File: config.mk
export PLATFORM = sky130hd
export DESIGN_NAME = svc_rv_imem_loader_flat
export DESIGN_NICKNAME = d
export VERILOG_FILES = /design/src/rtl/svc_rv_imem_loader_pkg.sv /design/src/rtl/svc_rv_imem_loader_if.sv /design/src/rtl/svc_rv_byte_packer.sv /design/src/rtl/svc_rv_imem_loader.sv /design/src/flat_wrapper.sv
export SDC_FILE = /design/constraint.sdc
export NUM_CORES = 1
export LEC_CHECK = 0
export BUFFER_PORTS_ARGS = -buffer_cell sky130_fd_sc_hd__buf_2
export CAP_MARGIN = 40
export CORE_MARGIN = 4
export CORE_UTILIZATION = 35
export CTS_CLUSTER_DIAMETER = 50
export CTS_CLUSTER_SIZE = 25
export DETAILED_ROUTE_END_ITERATION = 6
export SYNTH_ARGS = -nofsm -noshare
export SYNTH_HDL_FRONTEND = slang
export SYNTH_SLANG_ARGS = --single-unit
File: constraint.sdc
create_clock -name clk -period 5 [get_ports clk]
set_clock_uncertainty 0.1 [all_clocks]
set_input_delay 0.25 -clock clk [delete_from_list [all_inputs] [get_ports clk]]
set_output_delay 0.25 -clock clk [all_outputs]
set_load 0.02 [all_outputs]
File: src/rtl/svc_rv_imem_loader_pkg.sv
// Shared types and constants for the run-time IMEM program loader.
package svc_rv_imem_loader_pkg;
    typedef enum logic [2:0] {S_IDLE, S_HDR1, S_LOAD, S_RUN, S_ERR} state_e;

    localparam int HDR_W          = 16;
    localparam int BYTES_PER_WORD = 4;
endpackage

File: src/rtl/svc_rv_imem_loader_if.sv
// Byte-stream input and IMEM write port of the loader, bundled for the top-level port list.
interface svc_rv_imem_loader_if #(
    parameter int IMEM_AW = 5
);
    logic               s_valid;
    logic [7:0]         s_data;
    logic               s_ready;
    logic               imem_wen;
    logic [IMEM_AW-1:0] imem_waddr;
    logic [31:0]        imem_wdata;

    modport slave  (input  s_valid, s_data, output s_ready, imem_wen, imem_waddr, imem_wdata);
    modport master (output s_valid, s_data, input  s_ready, imem_wen, imem_waddr, imem_wdata);
endinterface

File: src/rtl/svc_rv_byte_packer.sv
// Little-endian 8-to-32 packer: the first byte lands in bits [7:0], the word pulses out
// one cycle after its last byte.
module svc_rv_byte_packer
    import svc_rv_imem_loader_pkg::*;
(
    input  logic        clk,
    input  logic        rst_n,
    input  logic        i_vld,
    input  logic [7:0]  i_byte,
    input  logic        i_clr,
    output logic        o_fill,
    output logic [31:0] o_word,
    output logic        o_word_vld
);
    localparam int LW = $clog2(BYTES_PER_WORD);

    logic [LW-1:0] r_lane;
    logic [23:0]   r_buf;
    logic [31:0]   r_word;
    logic          r_word_vld;

    // Lets the caller act on the word in the same cycle its last byte is accepted.
    assign o_fill     = (r_lane == LW'(BYTES_PER_WORD - 1));
    assign o_word     = r_word;
    assign o_word_vld = r_word_vld;

    always_ff @(posedge clk or negedge rst_n) begin
        if (!rst_n) begin
            r_lane     <= '0;
            r_buf      <= '0;
            r_word     <= '0;
            r_word_vld <= 1'b0;
        end else begin
            r_word_vld <= 1'b0;
            if (i_clr) begin
                r_lane <= '0;
            end else if (i_vld) begin
                r_lane <= r_lane + 1'b1;
                if (o_fill) begin
                    r_word     <= {i_byte, r_buf};
                    r_word_vld <= 1'b1;
                end else begin
                    r_buf[r_lane*8 +: 8] <= i_byte;
                end
            end
        end
    end
endmodule

File: src/rtl/svc_rv_imem_loader.sv
// Loads a length-prefixed byte image into IMEM, holding the core in reset until it is complete.
module svc_rv_imem_loader
    import svc_rv_imem_loader_pkg::*;
#(
    parameter int IMEM_AW         = 5,
    parameter bit REARM_ON_EBREAK = 1'b1
) (
    input  logic                 clk,
    input  logic                 rst_n,
    svc_rv_imem_loader_if.slave  bus,
    input  logic                 ebreak,
    output logic                 cpu_rst_n,
    output logic                 loading,
    output logic                 err
);
    localparam logic [HDR_W:0] DEPTH = (HDR_W + 1)'(1) << IMEM_AW;

    state_e             r_state, w_state_nxt;
    logic [7:0]         r_nlo;
    logic [HDR_W-1:0]   r_n;
    logic [HDR_W-1:0]   w_n;
    logic [IMEM_AW:0]   r_widx;
    logic [IMEM_AW-1:0] r_waddr;
    logic               r_cpu_rst_n, r_err;
    logic               w_ready, w_loading, w_acc, w_wr_now, w_last, w_too_big;
    logic               w_fill, w_word_vld;
    logic [31:0]        w_word;

    assign w_n       = {bus.s_data, r_nlo};
    assign w_too_big = {1'b0, w_n} > DEPTH;
    assign w_acc     = bus.s_valid & w_ready;
    assign w_wr_now  = w_acc && (r_state == S_LOAD) && w_fill;
    // Index is one bit wider than the address so an image of exactly 2**IMEM_AW words terminates.
    assign w_last    = ((HDR_W + 1)'(r_widx) + 1'b1) == {1'b0, r_n};

    svc_rv_byte_packer u_packer (
        .clk        (clk),
        .rst_n      (rst_n),
        .i_vld      (w_acc && (r_state == S_LOAD)),
        .i_byte     (bus.s_data),
        .i_clr      ((r_state == S_IDLE) || (r_state == S_ERR)),
        .o_fill     (w_fill),
        .o_word     (w_word),
        .o_word_vld (w_word_vld)
    );

    always_comb begin
        w_state_nxt = r_state;
        w_ready     = 1'b0;
        w_loading   = 1'b0;
        case (r_state)
            S_IDLE: begin
                w_ready = 1'b1;
                if (w_acc) w_state_nxt = S_HDR1;
            end
            S_HDR1: begin
                w_ready   = 1'b1;
                w_loading = 1'b1;
                if (w_acc) begin
                    if (w_n == '0)     w_state_nxt = S_RUN;
                    else if (w_too_big) w_state_nxt = S_ERR;
                    else                w_state_nxt = S_LOAD;
                end
            end
            S_LOAD: begin
                w_ready   = 1'b1;
                w_loading = 1'b1;
                if (w_wr_now && w_last) w_state_nxt = S_RUN;
            end
            S_RUN: begin
                if (ebreak && REARM_ON_EBREAK) w_state_nxt = S_IDLE;
            end
            S_ERR: begin
                w_ready = 1'b1;
            end
            default: w_state_nxt = S_IDLE;
        endcase
    end

    always_ff @(posedge clk or negedge rst_n) begin
        if (!rst_n) begin
            r_state     <= S_IDLE;
            r_nlo       <= '0;
            r_n         <= '0;
            r_widx      <= '0;
            r_waddr     <= '0;
            r_cpu_rst_n <= 1'b0;
            r_err       <= 1'b0;
        end else begin
            r_state <= w_state_nxt;
            if (w_acc && (r_state == S_IDLE)) r_nlo <= bus.s_data;
            if (w_acc && (r_state == S_HDR1)) begin
                r_n    <= w_n;
                r_widx <= '0;
            end
            if (w_wr_now) begin
                r_waddr <= r_widx[IMEM_AW-1:0];
                r_widx  <= r_widx + 1'b1;
            end
            // Released one cycle after entering RUN so the final IMEM write lands first.
            r_cpu_rst_n <= (r_state == S_RUN) && (w_state_nxt == S_RUN);
            r_err       <= r_err | (w_state_nxt == S_ERR);
        end
    end

    assign bus.s_ready    = w_ready;
    assign bus.imem_wen   = w_word_vld;
    assign bus.imem_waddr = r_waddr;
    assign bus.imem_wdata = w_word;
    assign cpu_rst_n      = r_cpu_rst_n;
    assign loading        = w_loading;
    assign err            = r_err;
endmodule
File: src/flat_wrapper.sv
// flat-port wrapper written by rule: the top's interface ports become plain ports
module svc_rv_imem_loader_flat import svc_rv_imem_loader_pkg::*;
#(
    parameter int IMEM_AW         = 5,
    parameter bit REARM_ON_EBREAK = 1'b1
)
  (clk, rst_n, ebreak, cpu_rst_n, loading, err, bus_s_valid, bus_s_data, bus_s_ready, bus_imem_wen, bus_imem_waddr, bus_imem_wdata);
  svc_rv_imem_loader_if #(.IMEM_AW(IMEM_AW)) bus_i ();
  input  logic clk;
  input  logic rst_n;
  input  logic ebreak;
  output logic cpu_rst_n;
  output logic loading;
  output logic err;
  input wire logic [$bits(bus_i.s_valid)-1:0] bus_s_valid;
  input wire logic [$bits(bus_i.s_data)-1:0] bus_s_data;
  output wire logic [$bits(bus_i.s_ready)-1:0] bus_s_ready;
  output wire logic [$bits(bus_i.imem_wen)-1:0] bus_imem_wen;
  output wire logic [$bits(bus_i.imem_waddr)-1:0] bus_imem_waddr;
  output wire logic [$bits(bus_i.imem_wdata)-1:0] bus_imem_wdata;
  assign bus_i.s_valid = bus_s_valid;
  assign bus_i.s_data = bus_s_data;
  assign bus_s_ready = bus_i.s_ready;
  assign bus_imem_wen = bus_i.imem_wen;
  assign bus_imem_waddr = bus_i.imem_waddr;
  assign bus_imem_wdata = bus_i.imem_wdata;
  svc_rv_imem_loader #(.IMEM_AW(IMEM_AW), .REARM_ON_EBREAK(REARM_ON_EBREAK)) u_core (.clk(clk), .rst_n(rst_n), .bus(bus_i), .ebreak(ebreak), .cpu_rst_n(cpu_rst_n), .loading(loading), .err(err));
endmodule
==> results of run 1 <==
## area by class of cell
cell class	count	area share
tap	143	0.0366
clock buffer	11	0.0476
clock inverter	5	0.00794
timing repair buffer	57	0.0651
multi-input combinational	309	0.332
inverter	4	0.00307
sequential	99	0.507
## power groups by stage
stage	Sequential [mW]	Combinational, mW	Clock [mW]
6_report	0.998	0.320	0.632
5_1_grt	1.01	0.351	0.686
4_1_cts	0.997	0.324	0.652
3_5_place_dp	1.01	0.322	0
3_3_place_gp	1.01	0.316	0
2_1_floorplan	0.972	0.265	0
## synth_stat cells, types with 2 or more instances
library cell,instances,area share
sky130_fd_sc_hd__xnor2_1,8,0.017
sky130_fd_sc_hd__inv_1,2,0.0018
sky130_fd_sc_hd__dfrtp_1,99,0.59
sky130_fd_sc_hd__nor3_2,2,0.0048
sky130_fd_sc_hd__xor2_1,4,0.0083
sky130_fd_sc_hd__buf_2,8,0.0095
sky130_fd_sc_hd__buf_4,3,0.0054
sky130_fd_sc_hd__inv_2,2,0.0018
sky130_fd_sc_hd__o21ai_0,32,0.038
sky130_fd_sc_hd__nor3b_1,3,0.0054
sky130_fd_sc_hd__nand2b_4,2,0.0066
sky130_fd_sc_hd__nand2_1,187,0.17
sky130_fd_sc_hd__nand3_1,8,0.0095
sky130_fd_sc_hd__a22o_1,3,0.0063
sky130_fd_sc_hd__mux2_2,19,0.051
sky130_fd_sc_hd__nor2_1,5,0.0045
sky130_fd_sc_hd__a21oi_1,3,0.0036
sky130_fd_sc_hd__nor4_1,4,0.0060
sky130_fd_sc_hd__clkbuf_1,6,0.0054
sky130_fd_sc_hd__a21o_1,2,0.0036
sky130_fd_sc_hd__nor3_1,4,0.0048
sky130_fd_sc_hd__ha_1,6,0.018
## path summary, 6_finish.rpt
check	endpoint	startpoint	depth (start not counted)	slack, ns
setup / recovery	u_core.r_widx[2]	u_core.r_state[0]	6	2.35
hold / removal	u_core.cpu_rst_n	ebreak	2	0.04
setup reg to reg	u_core.r_widx[2]	u_core.r_state[0]	6	2.35
hold reg to reg	u_core.u_packer.o_word[12]	u_core.u_packer.o_word[12]	2	0.37
max in group asynchronous	u_core.r_n[13]	rst_n	3	3.34
min in group asynchronous	u_core.u_packer.o_word[0]	rst_n	2	0.35
## what timing repair did
action,in CTS,in global routing
hold buffers,1,0
endpoints found under the hold margin,41,0
setup endpoints to repair,0,0
## logic make-up after synthesis
group / Yosys count / synth area share
buffers and inverters: 21 / 0.0238
multiplexers: 20 / 0.0533
adder cells (fa/ha/maj): 6 / 0.0179
XOR/XNOR: 12 / 0.0250
AND/OR/NAND/NOR: 227 / 0.231
AO/OA/AOI/OAI: 44 / 0.0593
flip-flops: 99 / 0.590
## metal layers
metal	part of all wire	vias up	track usage
met5	0	-	0
met2	0.44	69	0.213
met3	0.052	4	0.0317
met1	0.50	1454	0.198
li1	-	1494	-
met4	0.0083	0	0.0359
## critical path, delay by kind of cell, from the launching register on
kind | cells | cell delay, ns
compound gates | 2 | 0.29
buf+inv | 1 | 0.66
flops | 1 | 0.51
simple gates | 3 | 0.95
## registers in the layout (all words and copies together), names as in the netlist
register and cells:
u_core.bus.imem_waddr 5, u_core.cpu_rst_n 1, u_core.err 1, u_core.r_n 16, u_core.r_nlo 8, u_core.r_state 3
u_core.r_widx 6, u_core.u_packer.o_word 32, u_core.u_packer.o_word_vld 1, u_core.u_packer.r_buf 24, u_core.u_packer.r_lane 2
## per-stage QoR
| step | hold WS (ns) | std cells |
|---|---|---|
| floorplan | -0.146 | 429 |
| global placement | 0.165 | 609 |
| detailed placement | 0.171 | 611 |
| CTS | 0.0305 | 628 |
| global route | 0.0487 | 628 |
| finish | 0.0416 | 628 |
## placed cells by master, fill, tap and decap left out, types with 2 or more instances in the layout
cell / instances
sky130_fd_sc_hd__a21o_1: 2
sky130_fd_sc_hd__a21oi_1: 3
sky130_fd_sc_hd__a22o_1: 3
sky130_fd_sc_hd__buf_2: 53
sky130_fd_sc_hd__buf_4: 2
sky130_fd_sc_hd__clkbuf_1: 2
sky130_fd_sc_hd__clkbuf_16: 9
sky130_fd_sc_hd__clkinvlp_4: 4
sky130_fd_sc_hd__dfrtp_1: 99
sky130_fd_sc_hd__ha_1: 6
sky130_fd_sc_hd__inv_1: 2
sky130_fd_sc_hd__inv_2: 2
sky130_fd_sc_hd__mux2_2: 19
sky130_fd_sc_hd__nand2_1: 187
sky130_fd_sc_hd__nand2b_4: 2
sky130_fd_sc_hd__nand3_1: 8
sky130_fd_sc_hd__nor2_1: 5
sky130_fd_sc_hd__nor3_1: 4
sky130_fd_sc_hd__nor3_2: 2
sky130_fd_sc_hd__nor3b_1: 3
sky130_fd_sc_hd__nor4_1: 4
sky130_fd_sc_hd__o21ai_0: 32
sky130_fd_sc_hd__xnor2_1: 8
sky130_fd_sc_hd__xor2_1: 4
==> summary.md, run 1 <==
| Metric | Value |
|---|---|
| Run status | `completed` |
| Core box area | `11600 um2` |
| Endpoint kind of the worst setup timing path | `flop` |
| Area occupied by registers | `2480 um2` |
| Area of all placed cells without fillers | `4880 um2` |
| CTS Root Cell | `sky130_fd_sc_hd__clkbuf_16` |
| CTS-repair resized insts | `0` |
| Startpoint type of the worst setup path | `flop` |
| Routed wire length | `9140 um` |
| Setup slack at placement | `2.36 ns` |
| Critical-path maximum fanout | `43` |
| Endpoint arrival time on the critical path | `2.76 ns` |
| Tightest slew margin relative to the limit | `0.405` |
| Port buffer count | `53` |
| Clock network latency to the later pin of the worst-skew pair | `0.33 ns` |
| Net switching power figure | `536 uW` |
| Number of flops mapped to enable cells by yosys | `0` |
| Die footprint | `13800 um2` |
| CP required | `5.11 ns` |
| Die boundary height | `118 um` |
| Share of layout cells above drive strength 1 | `0.204` |
| Yosys warns | `0` |
| Worst IR Drop VDD | `0.237 mV` |
| Residual DRC count | `0` |
| Final weighted congestion in routability-driven placement | `0.781` |
| Final setup fails | `0` |
| Max clock buf depth | `2` |
| Internal | `1.41 mW` |
| Worst Setup Path Type | `reg -> reg` |
| Num Clock Sinks | `99` |
| Clock-pin slew of the registers on the worst-case setup and hold paths | `0.07 ns` |
| Switch share | `0.275` |
| Die X-Extent | `118 um` |
| DP Area | `4600 um2` |
| Final count of pins violating max slew | `0` |
| Synthesized flop and latch total | `99` |
| Mean number of vias per cell | `4.81` |
| Post-CTS setup repair buffer count | `0` |
| Area of combinational cells with multiple inputs | `1620 um2` |
| Sequential Power Share | `0.512` |
| Max Fclk | `378 MHz` |
| Most used DFF post-synth | `sky130_fd_sc_hd__dfrtp_1` |
| Slowest CP cell | `sky130_fd_sc_hd__inv_2` |
| Number of buffers created by CTS | `9` |
| Distinct cell type count of the synthesized netlist | `39` |
| Path category of the worst min-delay check | `in -> reg` |
| Largest net degree at the start of global routing | `59` |
| Power density over cell area | `399 nW/um2` |
| Count of nets after finishing | `498` |
| Vias after detailed routing | `3021` |
| Post-synth ARST share | `1.00` |
| Total Power Consumption | `1.95 mW` |
| Clock tree from TritonCTS | `built` |
| Period utilisation layout | `0.529` |
| Initial antenna violation count | `0` |
| Fraction of the yosys area taken by sequential cells | `0.590` |
| Hold violation total from the final report | `0` |
| DR pass1 iterations | `4` |
| FP Rows | `39` |
| RSZ-0062 raised after global routing | `no` |
| Global-route wire length before repair | `15600 um` |
| Critical path cell sequence | `nor3b_2 > nand3_2 > inv_2 > nor2_1 > o21ai_0 > o21ai_1` |
| Number of global-route vias before repair | `3040` |
| Mean routed wirelength per cell | `14.6 um` |
| Post-synthesis cell count | `429` |
| Post-route core utilization | `0.422` |
| Least-Margin Pin Slew | `0.890 ns` |
| Avg Synthesized Cell Area | `9.79 um2` |
| Final min period | `2.65 ns` |
| Share of total power in combinational logic | `0.164` |
| Half-perimeter wire length of the detailed placement result | `6230 um` |
| Number of fill cells in the layout | `1124` |
| Setup slack after layout | `2.35 ns` |
| Max-cap viol count | `0` |
| Ant diodes | `0` |
| Global-route usage over all layers | `0.138` |
| Detailed Route Iter0 Violations | `162` |
| Total grt overflow | `0` |
| Slowest stage delay, CP | `0.66 ns` |
| Signed area change from the synthesized netlist to the final layout | `16.3%` |
| Power share of the clock group | `0.324` |
| Sum Neg Setup Slack | `0 ns` |
| Initial Utilization | `0.363` |
| Leakage power | `2.47 nW` |
| Mapped Nets | `447` |
| CTS H-tree lvls | `3` |
| Number of antenna-violating nets in the routed design | `0` |
| Number of top-level design ports | `54` |
| Mapped cell area | `4200 um2` |
Note: power is estimated with default switching activity, not from simulation.
==> run 2, diff against run 1 <==
Clock period 5 ns to 2.45 ns, I/O delays scaled along.
==> summary.md, run 2 (synthesized netlist as in run 1, its figures left out) <==
| Metric | Value |
|---|---|
| Core box area | `11600 um2` |
| Area of combinational cells with multiple inputs | `1620 um2` |
| Path category of the worst min-delay check | `in -> reg` |
| Routed wire length | `9410 um` |
| Clock-pin slew of the registers on the worst-case setup and hold paths | `0.06 ns` |
| Sequential Power Share | `0.487` |
| Highest-count cells in the layout ignoring fill and taps | `187 x sky130_fd_sc_hd__nand2_1, 99 x sky130_fd_sc_hd__dfrtp_1, 52 x sky130_fd_sc_hd__buf_2` |
| Half-perimeter wire length of the detailed placement result | `6320 um` |
| Leading cell type in the layout, fill and taps excluded | `sky130_fd_sc_hd__nand2_1` |
| Port buffer count | `53` |
| Tightest slew margin relative to the limit | `0.550` |
| Post-CTS setup repair buffer count | `0` |
| Clock network latency to the later pin of the worst-skew pair | `0.34 ns` |
| Num Clock Sinks | `99` |
| Dpl cells | `616` |
| Endpoint kind of the worst setup timing path | `flop` |
| Number of fill cells in the layout | `1141` |
| CP required | `2.56 ns` |
| Initial Utilization | `0.363` |
| Vias after detailed routing | `3091` |
| Max clock buf depth | `2` |
| DR pass1 iterations | `4` |
| Share of total power in combinational logic | `0.157` |
| Net switching power figure | `1.08 mW` |
| Global-route wire length before repair | `16300 um` |
| RSZ-0062 raised after global routing | `no` |
| Worst Setup Path Type | `reg -> reg` |
| Final min period | `1.98 ns` |
| Switch share | `0.258` |
| Max Fclk | `504 MHz` |
| Critical-path maximum fanout | `19` |
| Largest net degree at the start of global routing | `53` |
| Die boundary height | `118 um` |
| Startpoint type of the worst setup path | `flop` |
| Max reg flops | `32` |
| Number of buffers created by CTS | `9` |
| Mean number of vias per cell | `4.88` |
| Die footprint | `13800 um2` |
| Slack of the worst reg-to-reg path | `0.47 ns` |
| Hold violation total from the final report | `0` |
| Endpoint arrival time on the critical path | `2.10 ns` |
| Die X-Extent | `118 um` |
| Global-route usage over all layers | `0.147` |
| Final count of pins violating max slew | `0` |
| Final weighted congestion in routability-driven placement | `0.861` |
| Detailed Route Iter0 Violations | `117` |
| Power share of the clock group | `0.356` |
| Total grt overflow | `0` |
| Final setup fails | `0` |
| Clock tree from TritonCTS | `built` |
| Number of antenna-violating nets in the routed design | `0` |
| Setup slack after layout | `0.465 ns` |
| Leakage power | `2.54 nW` |
| CTS Root Cell | `sky130_fd_sc_hd__clkbuf_16` |
| Area occupied by registers | `2480 um2` |
| FP Rows | `39` |
| Run status | `completed` |
| Ant diodes | `0` |
| Internal | `3.11 mW` |
| Setup slack at placement | `0.484 ns` |
| Number of top-level design ports | `54` |
| Number of global-route vias before repair | `3165` |
| CTS H-tree lvls | `3` |
| Signed area change from the synthesized netlist to the final layout | `18.3%` |
| Share of layout cells above drive strength 1 | `0.214` |
| Power density over cell area | `843 nW/um2` |
| Residual DRC count | `0` |
| Max-cap viol count | `0` |
| Count of nets after finishing | `505` |
| Initial antenna violation count | `0` |
| Sum Neg Setup Slack | `0 ns` |
| Post-Layout Cell Count | `634` |
| Mean routed wirelength per cell | `14.8 um` |
| Period utilisation layout | `0.810` |
| Worst IR Drop VDD | `0.394 mV` |
| Least-Margin Pin Slew | `0.672 ns` |
## run 2: cell types whose count changed in the layout (fill, tap and decap cells not counted), moves of 2 or more
cell	previous run	this run
sky130_fd_sc_hd__clkinvlp_4	4	1
sky130_fd_sc_hd__clkinv_2	0	2
sky130_fd_sc_hd__clkbuf_1	2	0
sky130_fd_sc_hd__buf_4	2	9
sky130_fd_sc_hd__bufinv_16	0	2
sky130_fd_sc_hd__dlygate4sd3_1	1	3
## run 2: power groups by stage
stage	Sequential [mW]	Clock, mW	Combinational (mW)
after CTS	2.04	1.53	0.667
final	2.04	1.49	0.658
after floorplan	1.98	0	0.542
after detailed placement	2.07	0	0.660
after global routing	2.08	1.59	0.739
after global placement	2.06	0	0.644
## run 2: area by class of cell
cell class	instances	share of cell area
clock buffer	10	0.0481
clock inverter	5	0.0156
inverter	4	0.00302
multi-input combinational	309	0.327
sequential	99	0.498
tap	143	0.0360
timing repair buffer	64	0.0720
## run 2: path summary, 6_finish.rpt
path / start / to / cells past startpoint
max: u_core.r_state[1] / u_core.r_widx[5] / 5
min: bus_s_data[5] / u_core.u_packer.o_word[29] / 3
max reg2reg: u_core.r_state[1] / u_core.r_widx[5] / 5
min reg2reg: u_core.u_packer.r_buf[5] / u_core.u_packer.o_word[5] / 2
max in group asynchronous: rst_n / u_core.u_packer.r_lane[0] / 3
min in group asynchronous: rst_n / u_core.u_packer.o_word[2] / 2
## run 2: timing repair
item                                    CTS  global route
hold buffers                              3             0
endpoints found under the setup margin    0             0
hold endpoints to repair                 51             0
resized for setup                         0             0
## run 2: layer usage
layer,up-vias,GRT usage,part of all wire,routed length (um)
met5,-,0,0,0
met1,1499,0.207,0.48,4550
met4,0,0.0615,0.023,213
met3,17,0.0298,0.039,365
li1,1513,-,-,-
met2,62,0.221,0.45,4280
## run 2: critical path, cell delays in order, from the launching register on
cell,delay [ns]
sky130_fd_sc_hd__dfrtp_1,0.55
sky130_fd_sc_hd__nand2b_1,0.28
sky130_fd_sc_hd__nor2_4,0.45
sky130_fd_sc_hd__nor2_1,0.20
sky130_fd_sc_hd__o21ai_0,0.19
sky130_fd_sc_hd__o31ai_1,0.09
## run 2: metrics by stage
stage	hold WS, ns	cell area, um2	total power [mW]	utilization
after floorplan	-0.273	4200	2.52	-
after global placement	0.0926	4620	2.70	0.400
after detailed placement	0.106	4620	2.73	0.400
after CTS	0.000561	4970	4.24	0.430
after global routing	0.0212	4970	4.41	0.430
final	0.00498	4970	4.19	0.430
